$ cat config.mk
export PLATFORM = sky130hd
export DESIGN_NAME = hit_intensity_gen
export DESIGN_NICKNAME = d
export VERILOG_FILES = /design/src/rtl/hit_pkg.sv /design/src/rtl/hit_channel.sv /design/src/rtl/hit_intensity_gen.sv
export SDC_FILE = /design/constraint.sdc
export NUM_CORES = 1
export LEC_CHECK = 0
export CORE_UTILIZATION = 40
export CTS_BUF_LIST = sky130_fd_sc_hd__clkbuf_16
export DETAILED_ROUTE_END_ITERATION = 10
export DONT_BUFFER_PORTS = 1
export PLACE_DENSITY = 0.62
export SLEW_MARGIN = 25
export SYNTH_ARGS = -nofsm -noshare
export SYNTH_HDL_FRONTEND = slang
export SYNTH_SLANG_ARGS = --single-unit
$ cat constraint.sdc
create_clock -name clk -period 4.8 [get_ports clk]
set_input_delay 0.72 -clock clk [delete_from_list [all_inputs] [get_ports clk]]
set_output_delay 0.72 -clock clk [all_outputs]
set_load 0.05 [all_outputs]
$ cat src/rtl/hit_pkg.sv
// Shared widths and decay-pot field positions for the hit intensity generator.
package hit_pkg;
    localparam int VEL_W          = 7;
    localparam int INT_W          = 8;
    localparam int DECAY_STEP_MSB = 9;
    localparam int DECAY_STEP_LSB = 6;
endpackage

$ cat src/rtl/hit_channel.sv
// One instrument: collects the loudest hit of the frame and, on snap, publishes it
// or decays the held level towards zero.
module hit_channel
    import hit_pkg::*;
(
    input  logic             clk,
    input  logic             rst_n,
    input  logic             i_snap,
    input  logic [VEL_W-1:0] i_step,
    input  logic             i_hit,
    input  logic [VEL_W-1:0] i_vel,
    output logic [INT_W-1:0] o_intensity
);

    logic             r_pend_valid;
    logic [VEL_W-1:0] r_pend_vel;
    logic [VEL_W-1:0] r_level;
    logic [INT_W-1:0] r_intensity;

    logic             w_eff_valid;
    logic [VEL_W-1:0] w_eff_vel;
    logic [VEL_W-1:0] w_decayed;

    // A hit landing on the snap cycle itself is folded into this snapshot.
    assign w_eff_valid = r_pend_valid || i_hit;
    assign w_eff_vel   = (i_hit && (i_vel > r_pend_vel)) ? i_vel : r_pend_vel;
    assign w_decayed   = (r_level > i_step) ? (r_level - i_step) : '0;

    always_ff @(posedge clk or negedge rst_n) begin
        if (!rst_n) begin
            r_pend_valid <= 1'b0;
            r_pend_vel   <= '0;
            r_level      <= '0;
            r_intensity  <= '0;
        end else if (i_snap) begin
            if (w_eff_valid) begin
                r_level     <= w_eff_vel;
                r_intensity <= {1'b1, w_eff_vel};
            end else begin
                r_level     <= w_decayed;
                r_intensity <= {1'b0, w_decayed};
            end
            r_pend_valid <= 1'b0;
            r_pend_vel   <= '0;
        end else if (i_hit) begin
            r_pend_valid <= 1'b1;
            r_pend_vel   <= w_eff_vel;
        end
    end

    assign o_intensity = r_intensity;

endmodule

$ cat src/rtl/hit_intensity_gen.sv
// Per-instrument hit accumulator with per-frame decay; snapshots once per frame at
// a fixed raster point and holds the result stable for the next frame.
module hit_intensity_gen
    import hit_pkg::*;
#(
    parameter int INSTRUMENT_COUNT = 3,
    parameter int UPDATE_LINE      = 720
) (
    input  logic                        clk,
    input  logic                        rst_n,
    input  logic [10:0]                 h_count,
    input  logic [9:0]                  v_count,
    input  logic [INSTRUMENT_COUNT-1:0] hit_valid,
    input  logic [VEL_W-1:0]            hit_velocity   [INSTRUMENT_COUNT-1:0],
    input  logic [9:0]                  decay,
    output logic [INT_W-1:0]            inst_intensity [INSTRUMENT_COUNT-1:0],
    output logic                        frame_tick
);

    localparam logic [9:0] LP_LINE = 10'(UPDATE_LINE);

    logic             w_snap;
    logic [VEL_W-1:0] w_step;
    logic             w_decay_unused;
    logic             r_frame_tick;

    assign w_snap         = (h_count == 11'd0) && (v_count == LP_LINE);
    assign w_step         = {3'b000, decay[DECAY_STEP_MSB:DECAY_STEP_LSB]};
    // Low pot bits are below the step resolution.
    assign w_decay_unused = ^decay[DECAY_STEP_LSB-1:0];

    always_ff @(posedge clk or negedge rst_n) begin
        if (!rst_n) begin
            r_frame_tick <= 1'b0;
        end else begin
            r_frame_tick <= w_snap;
        end
    end

    assign frame_tick = r_frame_tick;

    for (genvar g = 0; g < INSTRUMENT_COUNT; g++) begin : g_ch
        logic w_hit;
        assign w_hit = hit_valid[g] && (hit_velocity[g] != '0);

        hit_channel u_ch (
            .clk         (clk),
            .rst_n       (rst_n),
            .i_snap      (w_snap),
            .i_step      (w_step),
            .i_hit       (w_hit),
            .i_vel       (hit_velocity[g]),
            .o_intensity (inst_intensity[g])
        );
    end

endmodule

==> results.yml, run 1 <==
floorplanning:
  start_util_pct: 41.66
  core_um2: 8299
  die_h_um: 94.97
  ioPinCount: 82
  die_x_um: 94.97
  rows: 33
  die_area_um2: 9018
placement:
  io_buffers: 0
  hpwl_um: 6460
  routabilityCongestion: 0.8406
  dpl_worst_slack_ns: 1.995
  placedCellCount: 467
final_layout:
  nNetsFinal: 462
  drive_gt1_share_pct: 7.027
  area_growth_pct: 7.492
  stdcell_count: 475
  postLayoutCoreUtil_pct: 44.78
  n_antenna_cell: 0
route:
  vias_per_cell: 5.853
  ant_nets: 0
  wl_per_cell_um: 16.93
  routed_wl_um: 8040
  drt_iter0_markers: 111
  drc: 0
  vias: 2780
  drtPass1Iterations: 4
global_route:
  grt_use_total_pct: 19.14
  overflow: 0
  grt_pass1_wl_um: 13340
  grt_max_degree: 50
  antenna_found_initial: 0
  first_global_vias: 2798
clocking:
  cts-root-buf: "clkbuf_16"
  path_clk_slew_ns: 0.07
  cts_hold_buf: 0
  cts_resized: 0
  clockBufferDepth: 2
  clock_sinks: 49
  htreeDepth: 2
  cts_setup_buffers: 0
  cts_tree: "built"
  cts_inserted_buffers: 5
  clk_latency_ns: 0.29
critical_path:
  cp_max_fo: 6
  rrSetupSlack_ns: 2.09
  arrival_ns: 2.92
  worstPathRequired_ns: 5.01
  start_kind: "register"
  crit_path_end_kind: "register"
  criticalPathCategory: "reg2reg"
sta:
  fin_skew_ns: 0.004148
  max_slew_margin_pct: 44.80
  slew_viol_final: 0
  finalCritPeriodShare_pct: 56.43
  tightestPinTransition_ns: 0.8280
  grt_setup_unrepaired: "false"
  final-hold-violation-count: 0
  tns_ns: 0
  min_period_ns: 2.709
  timing.hold.ws_ns: 0.1199
  max_freq_ghz: 0.3692
  fin_ws_ns: 2.091
  setup_viol: 0
hold_path:
  hp-class: "in2async"
synth:
  ys_seq_elements: 49
  synthTopCellsByArea: "dfrtp_1 (35%), ha_1 (12%), mux2i_1 (6.1%)"
  avgSynthCellArea_um2: 9.420
  synth_edf_count: 0
  yosysSeqAreaShare_pct: 35.47
  syn_area_um2: 3457
  yosys.area.top_type: "dfrtp_1"
  synth_cells: 367
  ys_top_cells_by_count: "dfrtp_1 (49), nor2_1 (41), inv_1 (35)"
  synth_top_cell_area_share_pct: 35.47
  yosys_most_used_dff: "dfrtp_1"
  yosysWarningCount: 0
  yosysUniqueCellTypes: 56
  synth_nets: 460
  yosysMostFrequentCell: "dfrtp_1"
  synthArstFlopShare_pct: 100.0
power:
  irDropWorstVdd_uv: 150.9
  p_leak_nw: 1.665
  powerDensity_nw_per_um2: 364.4
run_status:
  status: "complete, no violations"
run:
  drv_cap: 0
==> cell type report <==
type	instances	area (um2)
multi-input combinational	276	2066
clock buffer	5	125.1
inverter	35	131.4
clock inverter	3	21.27
tap	105	131.4
timing repair buffer	2	15.01
fill	817	4583
sequential	49	1226
==> report_power, final <==
part           internal, W  switching (W)
sequential        0.000505      0.0000482
clock             0.000194       0.000157
combinational     0.000195       0.000255
==> logic make-up after synthesis <==
logic type | synth area share [%]
AO/OA/AOI/OAI | 17.70
XOR/XNOR | 1.014
adder cells (fa/ha/maj) | 13.68
buffers and inverters | 4.850
flip-flops | 35.47
multiplexers | 6.080
AND/OR/NAND/NOR | 21.21
==> critical path, stage by stage (launching register included) <==
cell and delay, ns:
dfrtp_1 0.67, inv_1 0.10, ha_1 0.21, nand2b_1 0.16
a211oi_1 0.59, o211ai_1 0.28, or4_1 0.52, o211ai_1 0.10
==> cells in the final DEF, fill, tap and decap left out, types with 4 or more instances in the layout <==
cell type  instances
nand4_1           10
nand4b_1           4
clkbuf_16          5
nand2b_1           4
nor3_1             9
mux2i_1           21
ha_1              33
nor2_1            40
or4_1              7
inv_1             35
dfrtp_1           49
nand2_1           21
a21oi_1           15
nand3_1            4
o211ai_1          24
o21ai_0           15
==> per-layer routing <==
metal  up-vias  global-route usage [%]  routed length (um)
li1       1363                       -                   -
met1      1348                   23.10                3530
met2        61                   32.97                3893
met3         8                   5.395                 506
met4         0                   5.682                 110
met5         -                       0                   0
==> flip-flops by register name, indices dropped and copies added (netlist names) <==
name / cells
g_ch.u_ch.r_pend_vel: 21
g_ch.u_ch.o_intensity: 18
g_ch.u_ch.r_level: 6
g_ch.u_ch.r_pend_valid: 3
frame_tick: 1
==> path summary, 6_finish.rpt <==
path / from / end / cells after the start
min: rst_n / g_ch[0].u_ch.r_pend_vel[4]$_DFFE_PN0P_ / 0
min reg2reg: g_ch[1].u_ch.r_pend_vel[5]$_DFFE_PN0P_ / g_ch[1].u_ch.r_pend_vel[5]$_DFFE_PN0P_ / 2
max reg2reg: g_ch[1].u_ch.r_level[0]$_DFFE_PN0N_ / g_ch[1].u_ch.r_level[3]$_DFFE_PN0N_ / 7
max: g_ch[1].u_ch.r_level[0]$_DFFE_PN0N_ / g_ch[1].u_ch.r_level[3]$_DFFE_PN0N_ / 7
max in group asynchronous: rst_n / frame_tick$_DFF_PN0_ / 0
min in group clk: g_ch[1].u_ch.r_pend_vel[5]$_DFFE_PN0P_ / g_ch[1].u_ch.r_pend_vel[5]$_DFFE_PN0P_ / 2
==> through the flow <==
stage                     total power [W]  instance area (um2)
after CTS                        0.001376                 3716
after global routing             0.001465                 3716
final                            0.001354                 3716
after global placement          0.0009911                 3570
after detailed placement         0.001018                 3570
after floorplan                 0.0009133                 3457
(Power assumes the default switching activity.)
==> run 2, diff against run 1 <==
clock period = 2.7 ns   (was 4.8 ns; I/O delays follow)
==> run 2 against run 1 <==
  * Clock-buffer cell count unchanged
  * Non-clock buffer count up 17
  * Highest routed layer unchanged
  * Global-route usage rose by 0.40 points
  * Register-to-register slack got worse by 1.7 ns
  * Critical endpoint is now g_ch[0].u_ch.o_intensity[5]$_DFFE_PN0N_
==> results.yml, run 2 (same netlist as run 1, synthesis figures left out) <==
global_route:
  antenna_found_initial: 0
  grt_use_total_pct: 19.54
  overflow: 0
  first_global_vias: 2979
  grt_max_degree: 50
  grt_pass1_wl_um: 13780
sta:
  tns_ns: 0
  min_period_ns: 2.317
  max_slew_margin_pct: 45.26
  timing.hold.ws_ns: 0.3031
  final-hold-violation-count: 0
  fin_skew_ns: 0.003930
  finalCritPeriodShare_pct: 85.83
  setup_viol: 0
  grt_setup_unrepaired: "false"
  slew_viol_final: 0
  max_freq_ghz: 0.4315
  tightestPinTransition_ns: 0.8212
hold_path:
  hp-class: "in2reg"
critical_path:
  criticalPathCategory: "reg2reg"
  path_cells: "inv_1, ha_1, nand4_1, a21o_1, a311oi_2, mux2i_1, o211ai_1"
  slowest_stage: "a311oi_2"
  rrSetupSlack_ns: 0.38
  slowest_delay_ns: 0.72
  start_kind: "register"
  worstPathRequired_ns: 2.86
  arrival_ns: 2.48
  cp_max_fo: 7
  crit_path_end_kind: "register"
floorplanning:
  die_x_um: 94.97
  die_area_um2: 9018
  die_h_um: 94.97
  rows: 33
  core_um2: 8299
  start_util_pct: 41.66
  ioPinCount: 82
clocking:
  path_clk_slew_ns: 0.06
  cts_resized: 0
  clk_latency_ns: 0.29
  clock_sinks: 49
  clockBufferDepth: 2
  cts_tree: "built"
  cts-root-buf: "clkbuf_16"
  cts_inserted_buffers: 5
  htreeDepth: 2
run:
  drv_cap: 0
final_layout:
  n_antenna_cell: 0
  area_growth_pct: 12.56
  final_common_cell: "dfrtp_1"
  fill_cells: 802
  nNetsFinal: 479
  postLayoutCoreUtil_pct: 46.89
  largest_register_ffs: 21
  stdcell_count: 492
  drive_gt1_share_pct: 10.85
  final_cell_mix: "dfrtp_1 (49), nor2_1 (40), inv_1 (35)"
  top_register: "g_ch.u_ch.r_pend_vel"
power:
  powerDensity_nw_per_um2: 642.9
  seq_power_share_pct: 39.1
  irDropWorstVdd_uv: 353.2
  swShare_pct: 32.47
  p_leak_nw: 1.774
  p_switching_w: 0.0008124
  p_int_w: 0.001689
  combPwrFrac_pct: 32.4
  clkPwrFrac_pct: 28.5
route:
  drc: 0
  vias: 2861
  ant_nets: 0
  wl_per_cell_um: 16.48
  routed_wl_um: 8110
  drtPass1Iterations: 4
  drt_iter0_markers: 134
  vias_per_cell: 5.815
placement:
  io_buffers: 0
  routabilityCongestion: 0.8531
  placedCellCount: 482
  hpwl_um: 6415
run_status:
  status: "complete, no violations"
run 2: repair_timing:
item | in CTS | in global routing
endpoints found under the hold margin | 49 | 0
hold buffers | 2 | 0
buffers inserted | 0 | 0
run 2: per-layer routing:
layer  part of all wire (%)  vias up  GRT usage (%)  wire length [um]
li1                       -     1392              -                 -
met1                     44     1385          23.77              3545
met2                     48       71          33.03              3931
met3                    6.2       13          5.556               500
met4                    1.6        0          6.566               132
met5                      0        -              0                 0
run 2: path summary, 6_finish.rpt:
check                                                        from                                      end  cells after the start
min in group asynchronous                                   rst_n   g_ch[0].u_ch.r_pend_vel[4]$_DFFE_PN0P_                      2
hold / removal                                    hit_velocity[6]   g_ch[0].u_ch.r_pend_vel[6]$_DFFE_PN0P_                      2
hold reg to reg            g_ch[1].u_ch.r_pend_vel[5]$_DFFE_PN0P_   g_ch[1].u_ch.r_pend_vel[5]$_DFFE_PN0P_                      2
setup / recovery           g_ch[0].u_ch.r_pend_vel[4]$_DFFE_PN0P_  g_ch[0].u_ch.o_intensity[5]$_DFFE_PN0N_                      7
setup reg to reg           g_ch[0].u_ch.r_pend_vel[4]$_DFFE_PN0P_  g_ch[0].u_ch.o_intensity[5]$_DFFE_PN0N_                      7
max in group asynchronous                                   rst_n      g_ch[1].u_ch.r_level[2]$_DFFE_PN0N_                      2
run 2: area by class of cell:
| class | count | area (um2) | share of cell area [%] |
|---|---|---|---|
| Sequential cell | 49 | 1226 | 31.51 |
| Multi-Input combinational cell | 276 | 2066 | 53.09 |
| Timing Repair Buffer | 19 | 165.2 | 4.244 |
| Inverter | 35 | 131.4 | 3.376 |
| Clock inverter | 3 | 46.29 | 1.190 |
| Clock buffer | 5 | 125.1 | 3.215 |
| Tap cell | 105 | 131.4 | 3.376 |
run 2: stage by stage:
step	area (um2)	total power (W)	setup WS, ns
after CTS	3891	0.002550	0.3373
after detailed placement	3682	0.001799	0.2849
after global routing	3891	0.002707	0.1384
final	3891	0.002502	0.3826
after global placement	3682	0.001761	0.3206
after floorplan	3457	0.001624	0.3786
run 2: power by group through the flow:
| stage | sequential, W | clock, W | combinational (W) |
|---|---|---|---|
| floorplan | 0.000971 | 0 | 0.000652 |
| global placement | 0.000989 | 0 | 0.000772 |
| detailed placement | 0.000991 | 0 | 0.000808 |
| CTS | 0.000979 | 0.000741 | 0.000830 |
| global route | 0.000991 | 0.000763 | 0.000952 |
| finish | 0.000977 | 0.000713 | 0.000812 |
run 2: worst max-delay path: cells and delay by family (launching register included):
family          cells  cell delay [ns]
buf+inv             1             0.04
simple gates        1             0.14
fa+ha+maj           1             0.29
compound gates      3             1.03
mux                 1             0.36
flops               1             0.34
==> run 3, diff against run 2 <==
ABC_AREA = 1   (was not set)
==> run 3 against run 2 <==
  * First-iteration DRC count down 9.0%
  * Largest cell class unchanged
  * Wire length is 18% higher
  * Synthesized cell count grew 48%
  * Combinational power is 11% higher
  * Critical path depth up 4
  * Clock power is 1% lower
  * Critical endpoint is now g_ch[2].u_ch.o_intensity[5]$_DFFE_PN0N_
  * Largest power group unchanged
==> results.yml, run 3 <==
run_status:
  status: "complete, no violations"
sta:
  slew_viol_final: 0
  final-hold-violation-count: 0
  fin_skew_ns: 0.007378
  grt_setup_unrepaired: "false"
  max_freq_ghz: 0.4634
  max_slew_margin_pct: 57.16
  setup_viol: 0
  min_period_ns: 2.158
  finalCritPeriodShare_pct: 79.92
  tns_ns: 0
  tightestPinTransition_ns: 0.6426
floorplanning:
  die_area_um2: 9986
  die_x_um: 99.93
  rows: 35
  start_util_pct: 41.32
  die_h_um: 99.93
  ioPinCount: 82
  core_um2: 9284
placement:
  hpwl_um: 7483
  io_buffers: 0
  placedCellCount: 668
  routabilityCongestion: 0.9036
critical_path:
  path_cells: "ha_1, inv_1, nor2_1, nand3_1, nand3_1, nor2_1, nor2_2, nand3_1, nand2_1, nand2_1, nand2_1"
  cp.depth: 11
  worst-path-buf-inv: 1
  arrival_ns: 2.38
  crit_path_end: "g_ch[2].u_ch.o_intensity[5]$_DFFE_PN0N_"
  r2r_end: "g_ch[2].u_ch.o_intensity[5]$_DFFE_PN0N_"
  criticalPathCategory: "reg2reg"
  rrSetupSlack_ns: 0.54
  slowest_stage: "dfrtp_1"
  crit_path_end_kind: "register"
  crit_family: "simple AND/OR/NAND/NOR gates"
  r2r_start: "g_ch[2].u_ch.o_intensity[3]$_DFFE_PN0N_"
  slowest_delay_ns: 0.59
  worstPathRequired_ns: 2.92
  cp_max_fo: 7
  worstSetupStartpoint: "g_ch[2].u_ch.o_intensity[3]$_DFFE_PN0N_"
  start_kind: "register"
  r2r_cells: 11
final_layout:
  top_register: "g_ch.u_ch.r_pend_vel"
  stdcell_count: 678
  area_growth_pct: 8.904
  fill_cells: 988
  final_common_cell: "nand2_1"
  drive_gt1_share_pct: 6.193
  final_cell_mix: "nand2_1 (122), inv_1 (92), nor2_1 (62)"
  nNetsFinal: 641
  n_antenna_cell: 0
  largest_register_ffs: 21
power:
  p_leak_nw: 2.216
  irDropWorstVdd_uv: 314.2
  powerDensity_nw_per_um2: 605.2
  p_total_w: 0.002528
clocking:
  cts_inserted_buffers: 5
  clockBufferDepth: 2
  cts_tree: "built"
  clock_sinks: 49
  cts_setup_buffers: 0
  htreeDepth: 2
  path_clk_slew_ns: 0.07
  cts-root-buf: "clkbuf_16"
  clk_latency_ns: 0.28
synth:
  ys_seq_elements: 49
  yosys_most_used_dff: "dfrtp_1"
  avgSynthCellArea_um2: 7.065
  syn_area_um2: 3836
  synth_edf_count: 0
  yosys.area.top_type: "dfrtp_1"
  synth_nets: 636
  ys_top_cells_by_count: "nand2_1 (122), inv_1 (92), nor2_1 (62)"
  synthTopCellsByArea: "dfrtp_1 (32%), nand2_1 (12%), ha_1 (11%)"
  synthArstFlopShare_pct: 100.0
  synth_cells: 543
  yosysUniqueCellTypes: 32
  yosysWarningCount: 0
  synth_top_cell_area_share_pct: 31.96
  yosysMostFrequentCell: "nand2_1"
  yosysSeqAreaShare_pct: 31.96
global_route:
  first_global_vias: 3473
  overflow: 0
  grt_use_total_pct: 20.25
  grt_max_degree: 50
  grt_pass1_wl_um: 16200
  antenna_found_initial: 0
route:
  drtPass1Iterations: 4
  ant_nets: 0
  wl_per_cell_um: 14.10
  drc: 0
  routed_wl_um: 9560
  vias: 3452
  drt_iter0_markers: 122
  vias_per_cell: 5.091
run:
  drv_cap: 0
hold_path:
  hp-class: "in2reg"
-- run 3: cell count changes in the layout (fill, tap and decap cells not counted), sizes merged, moves of 6 or more --
cell | before | now
nand2 | 21 | 123
inv | 35 | 93
nand3 | 4 | 62
nor2 | 41 | 73
mux2i | 21 | 0
buf | 18 | 4
o211ai | 24 | 13
or4 | 9 | 0
nand4 | 11 | 17
-- run 3: kinds of logic (layout without fill, tap and decap cells) --
| logic type | Yosys count | in the layout | share of synthesized area, % |
|---|---|---|---|
| AO/OA/AOI/OAI | 54 | 54 | 8.219 |
| XOR/XNOR | 7 | 7 | 1.598 |
| adder cells (fa/ha/maj) | 36 | 36 | 12.33 |
| buffers and inverters | 100 | 106 | 10.31 |
| flip-flops | 49 | 49 | 31.96 |
| AND/OR/NAND/NOR | 297 | 297 | 35.58 |
-- run 3: worst min path at each step --
stage | start | endpoint | depth (start not counted)
2_1_floorplan | rst_n | frame_tick$_DFF_PN0_ | 0
3_5_place_dp | rst_n | g_ch[2].u_ch.r_pend_vel[4]$_DFFE_PN0P_ | 0
5_1_grt | hit_velocity[9] | g_ch[1].u_ch.r_pend_vel[2]$_DFFE_PN0P_ | 2
4_1_cts | hit_velocity[7] | g_ch[1].u_ch.r_pend_vel[0]$_DFFE_PN0P_ | 2
6_report | hit_velocity[20] | g_ch[2].u_ch.r_pend_vel[6]$_DFFE_PN0P_ | 2
3_3_place_gp | rst_n | g_ch[2].u_ch.r_pend_vel[4]$_DFFE_PN0P_ | 0
-- run 3: per-layer routing --
metal / track usage (%) / vias to the layer above / share of wire (%) / wire length, um
met5: 0 / - / 0 / 0
met4: 4.977 / 0 / 1.5 / 140
met3: 4.318 / 8 / 5.6 / 533
met2: 34.48 / 84 / 47 / 4468
met1: 26.21 / 1580 / 46 / 4418
li1: - / 1780 / - / -
-- run 3: timing repair --
item / in CTS / in global routing
hold endpoints to repair: 49 / 0
gates resized for setup: 0 / 0
endpoints found under the setup margin: 0 / 0
hold buffers: 2 / 0
-- run 3: layout make-up --
class | instances | area, um2 | area share, %
well taps | 129 | 161.4 | 3.863
multi-input cells | 394 | 2215 | 53.01
inverters | 93 | 349.1 | 8.356
clock inverters | 3 | 41.29 | 0.9883
clock buffers | 5 | 125.1 | 2.995
flip-flops and latches | 49 | 1226 | 29.35
repair buffers | 5 | 60.06 | 1.438
-- run 3: power breakdown --
part	internal [W]	leakage [nW]	switching (W)	total, W
Combinational	0.000324	1.56	0.000580	0.000904
Sequential	0.000877	0.579	0.0000428	0.000920
Clock	0.000434	0.0775	0.000271	0.000705
Total	0.00163	2.22	0.000894	0.00253
-- run 3: metrics by stage --
step                cell area (um2)  worst slack, ns  util, %  hold WS [ns]
floorplan                      3836           0.6407        -        0.1094
global placement               3974           0.6447    42.80        0.1105
detailed placement             3974           0.6018    42.80        0.1102
CTS                            4178           0.5770    45.00        0.2948
global route                   4178           0.3862    45.00        0.2989
finish                         4178           0.5421    45.00        0.3018
